$ cat config.mk
export PLATFORM = sky130hd
export DESIGN_NAME = ccx_emem_arbiter
export DESIGN_NICKNAME = d
export VERILOG_FILES = /design/src/rtl/ccx_emem_arb_pkg.sv /design/src/rtl/ccx_emem_arb_timer.sv /design/src/rtl/ccx_emem_arbiter.sv
export SDC_FILE = /design/constraint.sdc
export NUM_CORES = 1
export LEC_CHECK = 0
export BUFFER_PORTS_ARGS = -buffer_cell sky130_fd_sc_hd__clkbuf_2
export CELL_PAD_IN_SITES_DETAIL_PLACEMENT = 1
export CELL_PAD_IN_SITES_GLOBAL_PLACEMENT = 2
export CORE_AREA = 2 2 210 212
export CTS_BUF_LIST = sky130_fd_sc_hd__clkbuf_8
export DETAILED_ROUTE_END_ITERATION = 10
export DIE_AREA = 0 0 212 214
export GPL_TIMING_DRIVEN = 1
export PLACE_DENSITY_LB_ADDON = 0.2
export RECOVER_POWER = 100
export SYNTH_ARGS = -nofsm -noshare
export SYNTH_HDL_FRONTEND = slang
export SYNTH_SLANG_ARGS = --single-unit
$ cat constraint.sdc
create_clock -name f_clk -period 1.2 [get_ports f_clk]
set_input_delay 0.18 -clock f_clk [delete_from_list [all_inputs] [get_ports f_clk]]
set_output_delay 0.18 -clock f_clk [all_outputs]
set_load 0.05 [all_outputs]
$ cat src/rtl/ccx_emem_arb_pkg.sv
// Shared types and widths for the external-memory arbiter: FSM state, owner one-hot codes, bus widths.
// Pure declarations, no latency; backpressure is carried by req/gnt on the ports that use these.
package ccx_emem_arb_pkg;

    localparam int ADDR_W = 39;
    localparam int DATA_W = 64;
    localparam int STRB_W = 8;
    localparam int TMR_W  = 16;

    typedef enum logic [1:0] {
        IDLE = 2'b00,
        OWN0 = 2'b01,
        OWN1 = 2'b10
    } arb_state_e;

    localparam logic [1:0] OWNER_NONE = 2'b00;
    localparam logic [1:0] OWNER_S0   = 2'b01;
    localparam logic [1:0] OWNER_S1   = 2'b10;

endpackage

$ cat src/rtl/ccx_emem_arb_timer.sv
// Watchdog counter for an owned emem request; o_hit flags TIMEOUT_CYCLES-1 waiting cycles.
// Zero-latency hit decode from the registered count; no backpressure of its own.
module ccx_emem_arb_timer
    import ccx_emem_arb_pkg::*;
#(
    parameter int TIMEOUT_CYCLES = 256
) (
    input  logic f_clk,
    input  logic g_reset,
    input  logic i_clr,
    input  logic i_inc,
    output logic o_hit
);

    logic [TMR_W-1:0] r_cnt;

    always_ff @(posedge f_clk or posedge g_reset) begin
        if (g_reset) begin
            r_cnt <= '0;
        end else if (i_clr) begin
            r_cnt <= '0;
        end else if (i_inc) begin
            r_cnt <= r_cnt + 1'b1;
        end
    end

    assign o_hit = (r_cnt == TMR_W'(TIMEOUT_CYCLES - 1));

endmodule

$ cat src/rtl/ccx_emem_arbiter.sv
// Round-robin owner of the single emem bus for CPU (s0) and second master (s1); one arbitration cycle from IDLE,
// request path combinational while owned, owner held until emem_gnt. Optional watchdog: CCX_EMEM_ARB_TIMEOUT_EN.
module ccx_emem_arbiter
    import ccx_emem_arb_pkg::*;
#(
    parameter int TIMEOUT_CYCLES = 256
) (
    input  logic              f_clk,
    input  logic              g_reset,
    input  logic              s0_req,
    input  logic              s0_rtype,
    input  logic [ADDR_W-1:0] s0_addr,
    input  logic              s0_wen,
    input  logic [STRB_W-1:0] s0_strb,
    input  logic [DATA_W-1:0] s0_wdata,
    input  logic              s1_req,
    input  logic              s1_rtype,
    input  logic [ADDR_W-1:0] s1_addr,
    input  logic              s1_wen,
    input  logic [STRB_W-1:0] s1_strb,
    input  logic [DATA_W-1:0] s1_wdata,
    output logic              s0_gnt,
    output logic              s0_err,
    output logic [DATA_W-1:0] s0_rdata,
    output logic              s1_gnt,
    output logic              s1_err,
    output logic [DATA_W-1:0] s1_rdata,
    output logic              emem_req,
    output logic              emem_rtype,
    output logic [ADDR_W-1:0] emem_addr,
    output logic              emem_wen,
    output logic [STRB_W-1:0] emem_strb,
    output logic [DATA_W-1:0] emem_wdata,
    input  logic              emem_gnt,
    input  logic              emem_err,
    input  logic [DATA_W-1:0] emem_rdata,
    output logic [1:0]        arb_owner
);

    if (TIMEOUT_CYCLES < 2 || TIMEOUT_CYCLES > 65535) begin : g_bad_timeout
        $error("ccx_emem_arbiter: TIMEOUT_CYCLES out of range");
    end

    arb_state_e r_state;
    arb_state_e w_state_nxt;
    logic       r_last;
    logic       w_own;
    logic       w_sel1;
    logic       w_own_req;
    logic       w_other_req;
    logic       w_timeout;
    logic       w_done;

    assign w_own       = (r_state != IDLE);
    assign w_sel1      = (r_state == OWN1);
    assign w_own_req   = w_sel1 ? s1_req : s0_req;
    assign w_other_req = w_sel1 ? s0_req : s1_req;

`ifdef CCX_EMEM_ARB_TIMEOUT_EN
    logic w_tmr_hit;

    ccx_emem_arb_timer #(
        .TIMEOUT_CYCLES(TIMEOUT_CYCLES)
    ) u_timer (
        .f_clk  (f_clk),
        .g_reset(g_reset),
        .i_clr  (w_state_nxt != r_state),
        .i_inc  (w_own & ~emem_gnt),
        .o_hit  (w_tmr_hit)
    );

    // A real grant in the expiry cycle takes precedence over the forced error.
    assign w_timeout = w_tmr_hit & w_own & ~emem_gnt;
`else
    assign w_timeout = 1'b0;
`endif

    assign w_done = w_own & (emem_gnt | w_timeout);

    always_comb begin
        w_state_nxt = r_state;
        case (r_state)
            IDLE: begin
                // On a tie the requester that did not complete last wins.
                if (s0_req & (~s1_req | r_last)) begin
                    w_state_nxt = OWN0;
                end else if (s1_req) begin
                    w_state_nxt = OWN1;
                end
            end
            default: begin
                if (w_done) begin
                    if (w_other_req) begin
                        w_state_nxt = w_sel1 ? OWN0 : OWN1;
                    end else begin
                        w_state_nxt = IDLE;
                    end
                end else if (!w_own_req) begin
                    w_state_nxt = IDLE;
                end
            end
        endcase
    end

    always_ff @(posedge f_clk or posedge g_reset) begin
        if (g_reset) begin
            r_state <= IDLE;
            r_last  <= 1'b1;
        end else begin
            r_state <= w_state_nxt;
            if (w_done) begin
                r_last <= w_sel1;
            end
        end
    end

    assign emem_req   = w_own & w_own_req & ~w_timeout;
    assign emem_rtype = w_own & (w_sel1 ? s1_rtype : s0_rtype);
    assign emem_addr  = w_own ? (w_sel1 ? s1_addr : s0_addr) : '0;
    assign emem_wen   = w_own & (w_sel1 ? s1_wen : s0_wen);
    assign emem_strb  = w_own ? (w_sel1 ? s1_strb : s0_strb) : '0;
    assign emem_wdata = w_own ? (w_sel1 ? s1_wdata : s0_wdata) : '0;

    assign s0_gnt   = (r_state == OWN0) & (emem_gnt | w_timeout);
    assign s1_gnt   = (r_state == OWN1) & (emem_gnt | w_timeout);
    assign s0_err   = (r_state == OWN0) & (emem_gnt ? emem_err : w_timeout);
    assign s1_err   = (r_state == OWN1) & (emem_gnt ? emem_err : w_timeout);
    assign s0_rdata = emem_rdata;
    assign s1_rdata = emem_rdata;

    assign arb_owner = (r_state == OWN0) ? OWNER_S0 :
                       (r_state == OWN1) ? OWNER_S1 : OWNER_NONE;

endmodule
# == Word-level counts from Yosys, hierarchy flattened ==
# Index checks and enable logic that the tools add are counted.
# totals
register_bits,3
in_bits,296
output_inout_bits,248
word_cells,40
# classes
n_eq_ne,4
muxes,20
bitwise,11
reduce_logical,3
# ops
operator,n
two-way mux 64 bit,2
two-way mux 39 bit,2
two-way mux 2 bit,9
two-way mux 8 bit,2
bitwise AND 1 bit,9
two-way mux 1 bit,5
"!= test 3 x 1 -> 1 bit, second input constant",1
"!= test 3 bit, second input constant",1
"equality test 2 x 1 -> 1 bit, second input constant",1
"equality test 2 bit, second input constant",1
zero test 2 bit,1
AND reduction 2 bit,1
nonzero test 2 bit,1
inverter 1 bit,1
OR 1 bit,1

# == Depth between registers and ports, before layout ==
# Gate-level depths: netlist (run 1).
# logic_depth
word_depth,5
depth_mapped,4

# == Worst setup path before layout (run 1) ==
# OpenSTA, ideal clock, no wires.
# synth_timing
kind,register to output
start,reg r_state[1]
end,out s1_err
arrival_ps,1836
required_time_ps,1020
slack_ps,-816
stages_incl_launch_ff,5
cell_sequence,dfrtp_1 > buf_4 > nand2_1 > nor2_1 > and2_1
# synth_via
elab_chain_cells,2
# synth_rtl
item,line,rtl
start: declaration,ccx_emem_arbiter.sv:44,arb_state_e r_state;
start signal: assignment,ccx_emem_arbiter.sv:110,r_state <= w_state_nxt;
equality test 2 bit,ccx_emem_arbiter.sv:127,assign s1_err = (r_state == OWN1) & (emem_gnt ? emem_err : w_timeout);
bitwise AND 1 bit,ccx_emem_arbiter.sv:127,
end: declaration,ccx_emem_arbiter.sv:26,"output logic s1_err,"
# Every way passes these cells.

# == Worst setup path in the final report (run 1) ==
# layout_timing
start,reg r_state[0]
end,out emem_addr[5]
# layout_via
elab_chain_cells,3
# layout_rtl
item,line,rtl
equality test 2 bit,ccx_emem_arbiter.sv:55,assign w_sel1 = (r_state == OWN1);
two-way mux 39 bit,ccx_emem_arbiter.sv:119,assign emem_addr = w_own ? (w_sel1 ? s1_addr : s0_addr) : '0;
two-way mux 39 bit (*),ccx_emem_arbiter.sv:119,
end: declaration,ccx_emem_arbiter.sv:30,"output logic [ADDR_W-1:0] emem_addr,"
# Mark *: on every way between the ends. The rest lies on a longest branch, timed or not.

==> results of run 1 <==
[cells by family (layout without fill, tap and decap cells)]
group	Yosys count	after routing	share of synthesized area
buf+inv	170	470	0.438
compound gates	122	122	0.229
flops	3	3	0.0272
mux	1	1	0.00356
simple gates	223	223	0.302
[power by group]
| part | switching (uW) | internal, uW |
|---|---|---|
| Combinational | 8300 | 7240 |
| Sequential | 101 | 167 |
| Clock | 65.7 | 218 |
| Total | 8470 | 7620 |
[per-stage QoR]
stage	util	power (uW)	cells
after floorplan	-	7840	519
after global placement	0.153	13300	1385
after detailed placement	0.153	13200	1385
after CTS	0.166	14600	1392
after global routing	0.185	17000	1404
final	0.185	16100	1404
[worst min-delay path, stage by stage]
cell and delay (ns):
clkbuf_2 0.12, nand2_1 0.07, a21oi_1 0.05
[repair_timing]
item                                    in CTS  in global routing
setup buffers                                2                  7
endpoints found under the setup margin     122                122
pin swaps                                    1                 38
resized for setup                          191                212
hold buffers                                 1                  0
endpoints found under the hold margin        2                  0
cloned                                       0                  6
[registers in the layout (all words and copies together) (netlist names)]
name	cells
r_last	1
r_state	2
[Yosys cell counts (all sizes together)]
cell type and instances:
o21ai 108, a21oi 5, dfrtp 2, dfstp 1, nand2 217, inv 3, and2 2, mux2i 1
buf 167, o32ai 1, nor2 2, a211oi 1, nor2b 1, and3 1, a22o 7
[worst min path at each step]
stage	start	endpoint	cells after the start
after floorplan	g_reset	r_state[0]	1
after global placement	g_reset	r_state[0]	2
after detailed placement	g_reset	r_state[1]	2
after CTS	s0_req	r_state[0]	3
after global routing	s0_req	r_state[0]	3
final	s0_req	r_state[0]	3
[cell type report]
class	instances	area [um^2]
flip-flops and latches	3	83.8
repair buffers	463	4610
fillers	5123	35000
multi-input cells	346	2450
inverters	3	11.3
well taps	585	732
clock inverters	1	3.75
clock buffers	3	41.3
[metal layers]
layer / wire (um) / GRT usage / part of all wire / vias to the layer above
met5: 0 / 0 / 0 / -
met4: 798 / 0.0312 / 0.041 / 0
met3: 2130 / 0.0284 / 0.11 / 51
met2: 9390 / 0.131 / 0.48 / 284
met1: 7240 / 0.0742 / 0.37 / 1958
li1: - / - / - / 2135
==> impl_results.md, run 1 <==
* Tmin final at 1.73 ns
* DRC at 0
* Top cell by count, worst path: buf_12
* Drt total wl at 19600 um
* Mapped Area at between 0.002 and 0.003 mm^2
* FF-to-FF path depth at 5
* PnR worst setup slack at -0.531 ns
* Dpl ws at -0.416 ns
* Synth area leaders: buf_4 (35%), nand2_1 (29%), o21ai_0 (19%)
* Syn avg cell area at 5.41 um^2
* Post-synthesis sequential area ratio at 0.0272
* Total CTS buffers at 3
* Worst Skew at 0.00194 ns
* Worst EP arrival at 1.55 ns
* Commonest non-fill, non-tap cell in the layout: clkbuf_2
* Synth cell types at 19
* DP HPWL at 15600 um
* Average wire per standard cell at between 10 and 15 um
* Vias per inst at 3.15
* Initial cell density of the core at 0.0655
* #FFs+latches synth at 3
* CTS root buffer: clkbuf_8
* RR Endpoint: r_state[1]
* Final setup viols at 122
* Largest net degree at the start of global routing at 28
* Clk sink count at 3
* CP endpoint kind: output port
* TritonCTS clock tree: built
* Critical Path Max Stage Delay at around 0.5 ns
* WHS at between 0.2 and 0.25 ns
* Rel. slew slack at 0.849
* Vias in the first global route at 4557
* Total track usage at 0.0727
* TNS Setup at -54.22 ns
* Actual slew at the worst max-slew pin at around 0.23 ns
* Crit Path Category: reg2out
* Max cap viols at 0
* PortBufs at roughly 350
* First-pass GRT wire length at 26100 um
* Die height at 214 um
* Clock transition at the registers of the reported paths at around 0.030 ns
* Slowest cell on the critical path: dfrtp_4
* Site Rows at 76
* H-tree levels at 1
* Syn_nets at 815
* Initial DRC count at 84
* Cell taking the most area after synthesis: buf_4
* Layout area overhead at 182%
* Clock latency on the worst-skew pair at 0.21 ns
* Post-route ant nets at 0
* CP delay by family, top: buffers and inverters
* Synth Warn # at 0
* GP Congestion at between 0.6 and 0.7
* Startpoint types: register
* Max Buffers Root-to-Sink at 2
* Layout cells sized above 1 at 0.775
* Post-Syn Instances at 519
* Post-Layout Inst Area at 0.00793 mm^2
* Worst Setup SP: r_state[0]
* Commonest non-fill, non-tap cells in the layout: clkbuf_2 (231), nand2_1 (147), buf_12 (101)
* Final period util at 1.44
* Run status: finished, violations left
* Core Box Area at approximately 0.043 mm^2
* Hold Crit Class: in2reg
* Final Max Slew Viols at 0
* RSZ-0062 raised after global routing: yes
* Layout Nets at 1116
* WP data required at 1.02 ns
* Initial antenna violation count at 0
* Die area at 0.0454 mm^2
* Final Hold Vio Count at 0
* Top cell type's share of synthesized area at 0.350
* PwrDens at a little over 2000 mW/mm^2
* R2R Setup Slk at -0.18 ns
* Critical Path End: emem_addr[5]
* CP max FO at 11
* CP bufs+invs at 4
* WP depth at 5
* Crit-path cells: buf_12 > buf_6 > buf_4 > o21ai_4 > buf_12
* Fmax at 0.578 GHz
* Failing checks: setup timing
* Leakage power at 0.00371 uW
* Global route overflow at 0
* Dpl cell area at ~0.0065 mm^2
* Chip Width at 212 um
* Via count at 4428
* N_diodes at 0
* Ports at 544
* Drt first pass iters at 4
* R2R Path Start: r_state[1]
* VDD IR max at 0.932 mV
(Power assumes the default switching activity.)
==> inputs of run 2 (changes only) <==
- ABC_AREA: unset -> 1
- CORE_AREA: 2 2 210 212 -> 2 2 214 216
- DIE_AREA: 0 0 212 214 -> 0 0 216 218
==> run 2 against run 1 <==
Compared with the run above:
- the flow still finishes with violations (setup timing)
- maximum frequency decreased by 1.0%
- non-clock buffer count decreased by 59
- cell area decreased by 14%
- first-iteration DRC count decreased by 55%
- via count decreased by 24%
- critical path type unchanged
- critical endpoint is now emem_wdata[14]
- largest power group unchanged
- highest routed layer unchanged
==> impl_results.md, run 2 <==
* Vias in the first global route at 3871 (-15%)
* Post-synthesis mux area share at 0 (-0.00356)
* Post-synth EDFFs at 0 (unchanged)
* Synth Area in XOR/XNOR at 0 (unchanged)
* Leading registers by flop count: r_state x2, r_last x1
* Post-synthesis simple-gate area fraction at 0.0539 (-0.249)
* Max Buffers Root-to-Sink at 2 (unchanged)
* Initial cell density of the core at 0.0517 (-0.0138)
* WP data required at 1.02 ns (about the same)
* Total CTS buffers at 3 (unchanged)
* Top reg by flops: r_state
* Ports at 544 (unchanged)
* Initial antenna violation count at 0 (unchanged)
* Worst Skew at 0.00237 ns (+0.000431 ns)
* H-tree levels at 1 (unchanged)
* TNS Setup at -59.91 ns (-5.69 ns)
* Total power at 20100 uW (+25%)
* Average wire per standard cell at 14.5 um (+4.2%)
* Leakage power at 0.00335 uW (-9.7%)
* Chip Width at 216 um (+1.9%)
* Filler cells at 5253 (+2.5%)
* Fmax at 0.572 GHz (-1.0%)
* Core Box Area at 0.0449 mm^2 (+4.7%)
* TritonCTS clock tree: built
* WHS at 0.251 ns (+0.00386 ns)
* Initial DRC count at 38 (-55%)
* Max cap viols at 0 (unchanged)
* Commonest cells in the synthesized netlist: buf_4 (135), a22o_1 (113), nand2_1 (20), buf_2 (15), nor2_1 (5)
* Drt first pass iters at 4 (unchanged)
* CP endpoint kind: output port
* Clock latency on the worst-skew pair at 0.21 ns (about the same)
* Layout area overhead at 193%
* Final Hold Vio Count at 0 (unchanged)
* Die height at 218 um (+1.9%)
* Commonest non-fill, non-tap cells in the layout: clkbuf_2 (231), a22o_4 (102), buf_12 (82)
* Largest net degree at the start of global routing at 25 (-11%)
* Post-route ant nets at 0 (unchanged)
* Final Max Slew Viols at 0 (unchanged)
* VDD IR max at 1.21 mV (+30%)
* DRC at 0 (unchanged)
* Tmin final at 1.75 ns (+0.0180 ns)
* CP max FO at 15 (+4)
* Syn avg cell area at 7.56 um^2 (+40%)
* Worst EP arrival at 1.57 ns (+0.02 ns)
* Post-Syn Instances at 307 (-41%)
* PortBufs at 351 (unchanged)
* Total track usage at 0.0650 (-0.00771)
* Max FFs per register at 2 (unchanged)
* Synth area leaders: buf_4 (44%), a22o_1 (43%), buf_2 (3.2%)
* Layout cells sized above 1 at 0.950 (+0.175)
* #FFs+latches synth at 3 (unchanged)
* Most frequent cell after synthesis: buf_4
* GP Congestion at 0.687 (+5.3%)
* Top_reg_cell synth: dfrtp_1
* Syn_nets at 603 (-26%)
* Via count at 3357 (-24%)
* Post-layout util at 0.151 (-0.0337)
* Site Rows at 78 (+2.6%)
* Vias per inst at 2.89 (-8.3%)
* Cell taking the most area after synthesis: buf_4
* Failing checks: setup timing
* Die area at 0.0471 mm^2 (+3.8%)
* First-pass GRT wire length at 23700 um (-9.3%)
* Global route overflow at 0 (unchanged)
* Adder and majority gate portion of the synthesized area at 0 (unchanged)
* Rel. slew slack at 0.859 (+0.0103)
* Post-synthesis compound-gate area fraction at 0.426 (+0.197)
* Run status: finished, violations left
* PwrDens at 2950 mW/mm^2 (+46%)
* Clock transition at the registers of the reported paths at 0.03 ns (about the same)
* Hold Crit Class: in2reg
* Final setup viols at 123 (+0.82%)
* Actual slew at the worst max-slew pin at 0.211 ns (-0.0147 ns)
* Post-synth ARST share at 1.00 (unchanged)
* CTS root buffer: clkbuf_8
* Commonest non-fill, non-tap cell in the layout: clkbuf_2
* Synth cell types at 13 (-6)
* Crit Path Category: reg2out
* Largest family of logic cells by synthesized area: buffers and inverters
* Layout Nets at 858 (-23%)
* RSZ-0062 raised after global routing: yes
* Clk sink count at 3 (unchanged)
* Top cell type's share of synthesized area at 0.437 (+0.0865)
* Mapped Area at 0.00232 mm^2 (-17%)
* Final period util at 1.46 (+0.0150)
* Drt total wl at 16800 um (-14%)
* DP HPWL at 15400 um (-1.8%)
* Post-synthesis sequential area ratio at 0.0329 (+0.00571)
* N_diodes at 0 (unchanged)
* PnR worst setup slack at -0.549 ns (-0.0180 ns)
* Startpoint types: register
* Synth Warn # at 0 (unchanged)
[run 2: cell types whose count changed after synthesis, sizes merged, moves of 4 or more]
| cell | change |
|---|---|
| o21ai | -108 |
| a21oi | -5 |
| a22o | +106 |
| inv | +4 |
| nor2 | +4 |
| buf | -13 |
| nand2 | -197 |
[run 2: where the power goes]
| part | total [uW] | leakage, uW | internal [uW] | switching, uW |
|---|---|---|---|---|
| logic | 19600 | 0.00329 | 9440 | 10100 |
| registers | 210 | 0.0000332 | 174 | 36.9 |
| clock network | 279 | 0.0000269 | 217 | 61.6 |
[run 2: cells by family (layout without fill, tap and decap cells)]
| group | Yosys count | in the layout |
|---|---|---|
| buffers and inverters | 161 | 415 |
| flip-flops | 3 | 3 |
| AND/OR/NAND/NOR | 30 | 30 |
| AO/OA/AOI/OAI | 113 | 113 |
[run 2: cell type report]
type | count | area [um^2] | share of cell area
clock buffer | 3 | 41.3 | 0.00608
clock inverter | 1 | 3.75 | 0.000552
inverter | 7 | 31.3 | 0.00460
multi-input combinational | 143 | 2070 | 0.305
sequential | 3 | 81.3 | 0.0120
tap | 600 | 751 | 0.110
timing repair buffer | 404 | 3810 | 0.561
[run 2: final timing paths]
| path | cells after the start | from | slack [ns] | end |
|---|---|---|---|---|
| max in group asynchronous | 3 | g_reset | 0.60 | r_last |
| hold / removal | 3 | s0_req | 0.25 | r_state[0] |
| setup reg to reg | 8 | r_state[0] | -0.25 | r_state[1] |
| setup / recovery | 4 | r_state[0] | -0.55 | emem_wdata[14] |
| min in group asynchronous | 3 | g_reset | 0.38 | r_state[1] |
| hold reg to reg | 2 | r_last | 0.47 | r_last |
[run 2: routing by layer]
metal	part of all wire	vias up	global-route usage	wire length, um
met5	0	-	0	0
met4	0.041	0	0.0276	690
met3	0.12	54	0.0237	2020
met2	0.51	321	0.123	8540
met1	0.33	1480	0.0631	5600
li1	-	1502	-	-
[run 2: per-stage QoR]
| step | instance area (um^2) | setup slack, ns | std cells |
|---|---|---|---|
| 2_1_floorplan | 3310 | -0.192 | 307 |
| 3_3_place_gp | 6210 | -0.402 | 1152 |
| 3_5_place_dp | 6210 | -0.415 | 1152 |
| 4_1_cts | 6780 | -0.595 | 1161 |
| 5_1_grt | 6790 | -0.618 | 1161 |
| 6_report | 6790 | -0.549 | 1161 |
[run 2: timing repair]
action / 4_1_cts / 5_1_grt
endpoints found under the hold margin: 2 / 0
setup buffers: 4 / 0
hold buffers: 1 / 0
setup endpoints to repair: 123 / 123
resized for setup: 102 / 8
pin swaps: 0 / 1
[run 2: critical path, stage by stage (launching register included)]
cell	delay [ns]
dfrtp_4	0.49
buf_4	0.21
buf_12	0.18
a22o_4	0.25
clkbuf_4	0.21
==> inputs of run 3 (changes only) <==
- BUFFER_PORTS_ARGS: -buffer_cell sky130_fd_sc_hd__clkbuf_2 -> -buffer_cell sky130_fd_sc_hd__buf_2
- CAP_MARGIN: unset -> 40
- clock period: 1.2 -> 1.58 ns (I/O delays scaled with it)
==> run 3 against run 2 <==
Compared with the run above:
- the flow still finishes with violations (setup timing)
- global-route usage is 0.66 points lower
- total power is 41% lower
- first-iteration DRC count is 13% higher
- hold slack better by 0.096 ns
- cell area is 24% lower
- non-clock buffer count is 21 lower
- worst setup slack better by 0.35 ns
- clock power is 22% lower
- register-to-register slack better by 0.21 ns
- routed wire length is 7.5% lower
- core utilization is 3.7 points lower
- sequential cell count stayed put
==> impl_results.md, run 3 (synthesis results as in run 2) <==
* Post-layout util at 0.114 (-0.0370)
* VDD IR max at 0.779 mV (-36%)
* Vias per inst at 2.80 (-3.1%)
* DP HPWL at 13000 um (-15%)
* Commonest non-fill, non-tap cell in the layout: buf_2
* First-pass GRT wire length at 20900 um (-11%)
* Post-route ant nets at 0 (unchanged)
* WP data required at 1.34 ns (+0.32 ns)
* Dpl cell area at 0.00408 mm^2 (-34%)
* Layout cells sized above 1 at 0.750 (-0.200)
* Leading registers by flop count: r_state x2, r_last x1
* Final setup viols at 119 (-3.3%)
* Via count at 3194 (-4.9%)
* Initial cell density of the core at 0.0517 (unchanged)
* CP max FO at 6 (-9)
* Worst hold stages at 3 (unchanged)
* Initial antenna violation count at 2 (+2)
* Chip Width at 216 um (unchanged)
* Layout area overhead at 121%
* Die area at 0.0471 mm^2 (unchanged)
* Max cap viols at 0 (unchanged)
* Average wire per standard cell at 13.7 um (-5.8%)
* CP endpoint kind: output port
* Layout Nets at 837 (-2.4%)
* Final period util at 1.13
* Worst Skew at 0.000546 ns (-0.00182 ns)
* R2R Path Start: r_state[0]
* Hold path startpoint: s0_req
* Fmax at 0.561 GHz
* PwrDens at 2330 mW/mm^2 (-21%)
* DRC at 0 (unchanged)
* Tmin final at ~1.8 ns
* H-tree levels at 1 (unchanged)
* Max Buffers Root-to-Sink at 2 (unchanged)
* PnR worst setup slack at -0.202 ns (+0.347 ns)
* Hold EP: r_state[0]
* Crit Path Category: reg2out
* Worst EP arrival at 1.54 ns (-0.03 ns)
* WHS at 0.347 ns (+0.0959 ns)
* Dpl ws at -0.0996 ns (+0.315 ns)
* CTS root buffer: clkbuf_8
* Site Rows at 78 (unchanged)
* Clock latency on the worst-skew pair at 0.21 ns (about the same)
* R2R Setup Slk at -0.04 ns (+0.21 ns)
* Top reg by flops: r_state
* TritonCTS clock tree: built
* FF-to-FF path depth at 11 (+3)
* Failing checks: setup timing
* Most used routing layer: met2
* Leakage power at 0.00253 uW (-25%)
* Final Max Slew Viols at 0 (unchanged)
* Initial DRC count at 43 (+13%)
* Global route overflow at 0 (unchanged)
* Met3 Track Usage GR at 0.0188 (-0.00488)
* RSZ-0062 raised after global routing: yes
* Actual slew at the worst max-slew pin at 0.152 ns (-0.0590 ns)
* Post-Layout Inst Area at 0.00513 mm^2 (-24%)
* Total track usage at 0.0584 (-0.00661)
* Drt first pass iters at 4 (unchanged)
* PortBufs at 351 (unchanged)
* Max FFs per register at 2 (unchanged)
* Ports at 544 (unchanged)
* M2 GR Usage at 0.125 (+0.00161)
* Vias in the first global route at 3451 (-11%)
* Run status: finished, violations left
* Startpoint types: register
* Drt total wl at 15600 um (-7.5%)
* RR Endpoint: r_state[0]
* Die height at 218 um (unchanged)
* Routing usage on met1 at 0.0471 (-0.0160)
* Largest net degree at the start of global routing at 25 (unchanged)
* Clk sink count at 3 (unchanged)
* GP Congestion at 0.655 (-4.7%)
* Clock transition at the registers of the reported paths at 0.03 ns (about the same)
* Hold Crit Class: in2reg
* Commonest non-fill, non-tap cells in the layout: buf_2 (231), buf_6 (110), a22o_1 (108)
* N_diodes at 0 (unchanged)
* Rel. slew slack at 0.898 (+0.0388)
* Core Box Area at 0.0449 mm^2 (unchanged)
* Final Hold Vio Count at 0 (unchanged)
* Total CTS buffers at 3 (unchanged)
## run 3: changes by cell type in the layout (fill, tap and decap cells not counted), moves of 3 or more
cell       before  now
buf_2           0  231
clkbuf_2      231    0
a22o_1          0  108
buf_6           3  110
a22o_4        102    5
buf_12         82   15
buf_4          39   16
clkbuf_8       25    3
clkbuf_4       14    0
a22o_2         11    0
clkbuf_16       9    3
nand2_2         0    3
## run 3: area by class of cell
class / instances / area (um^2)
fill: 5428 / 39800
sequential: 3 / 80.1
tap: 600 / 751
clock buffer: 3 / 41.3
clock inverter: 1 / 3.75
multi-input combinational: 143 / 1200
timing repair buffer: 383 / 3030
inverter: 7 / 28.8
## run 3: what timing repair did
item	4_1_cts	5_1_grt
setup endpoints to repair	120	121
resized for setup	245	11
hold buffers	1	0
pin swaps	1	24
endpoints found under the hold margin	2	0
cloned	1	3
buffers inserted	3	3
## run 3: metrics by stage
stage	TNS [ns]	total power (uW)	std cells
finish	-17.75	11900	1140
global route	-24.92	12500	1140
CTS	-19.63	11800	1134
detailed placement	-0.946	9450	1125
global placement	-1.53	9580	1125
floorplan	-0.146	7580	307
## run 3: layer usage
layer  part of all wire  vias up
met1               0.28     1432
met3              0.096       40
met2               0.59      262
met5            0.00083        -
met4              0.036        2
li1                   -     1458
## run 3: worst max-delay path, stage by stage (launching register included)
cell	delay (ns)
dfrtp_4	0.49
nor2_4	0.13
buf_12	0.17
buf_4	0.17
a22o_1	0.18
buf_6	0.17
## run 3: how the worst max path moves through the flow
stage                    start        endpoint  slack [ns]  depth (start not counted)
detailed placement  r_state[0]  emem_wdata[47]        -0.1                          5
finish              r_state[0]  emem_wdata[56]       -0.20                          5
global placement    r_state[0]  emem_wdata[47]       -0.11                          5
global route        r_state[0]    emem_strb[3]       -0.25                          5
floorplan           r_state[1]  emem_wdata[10]      -0.003                          5
CTS                 r_state[0]  emem_wdata[63]       -0.22                          5
## run 3: where the power goes
part	switching (uW)	internal [uW]
Combinational	7020	4540
Sequential	27.8	130
Clock	51.8	166
Total	7100	4830
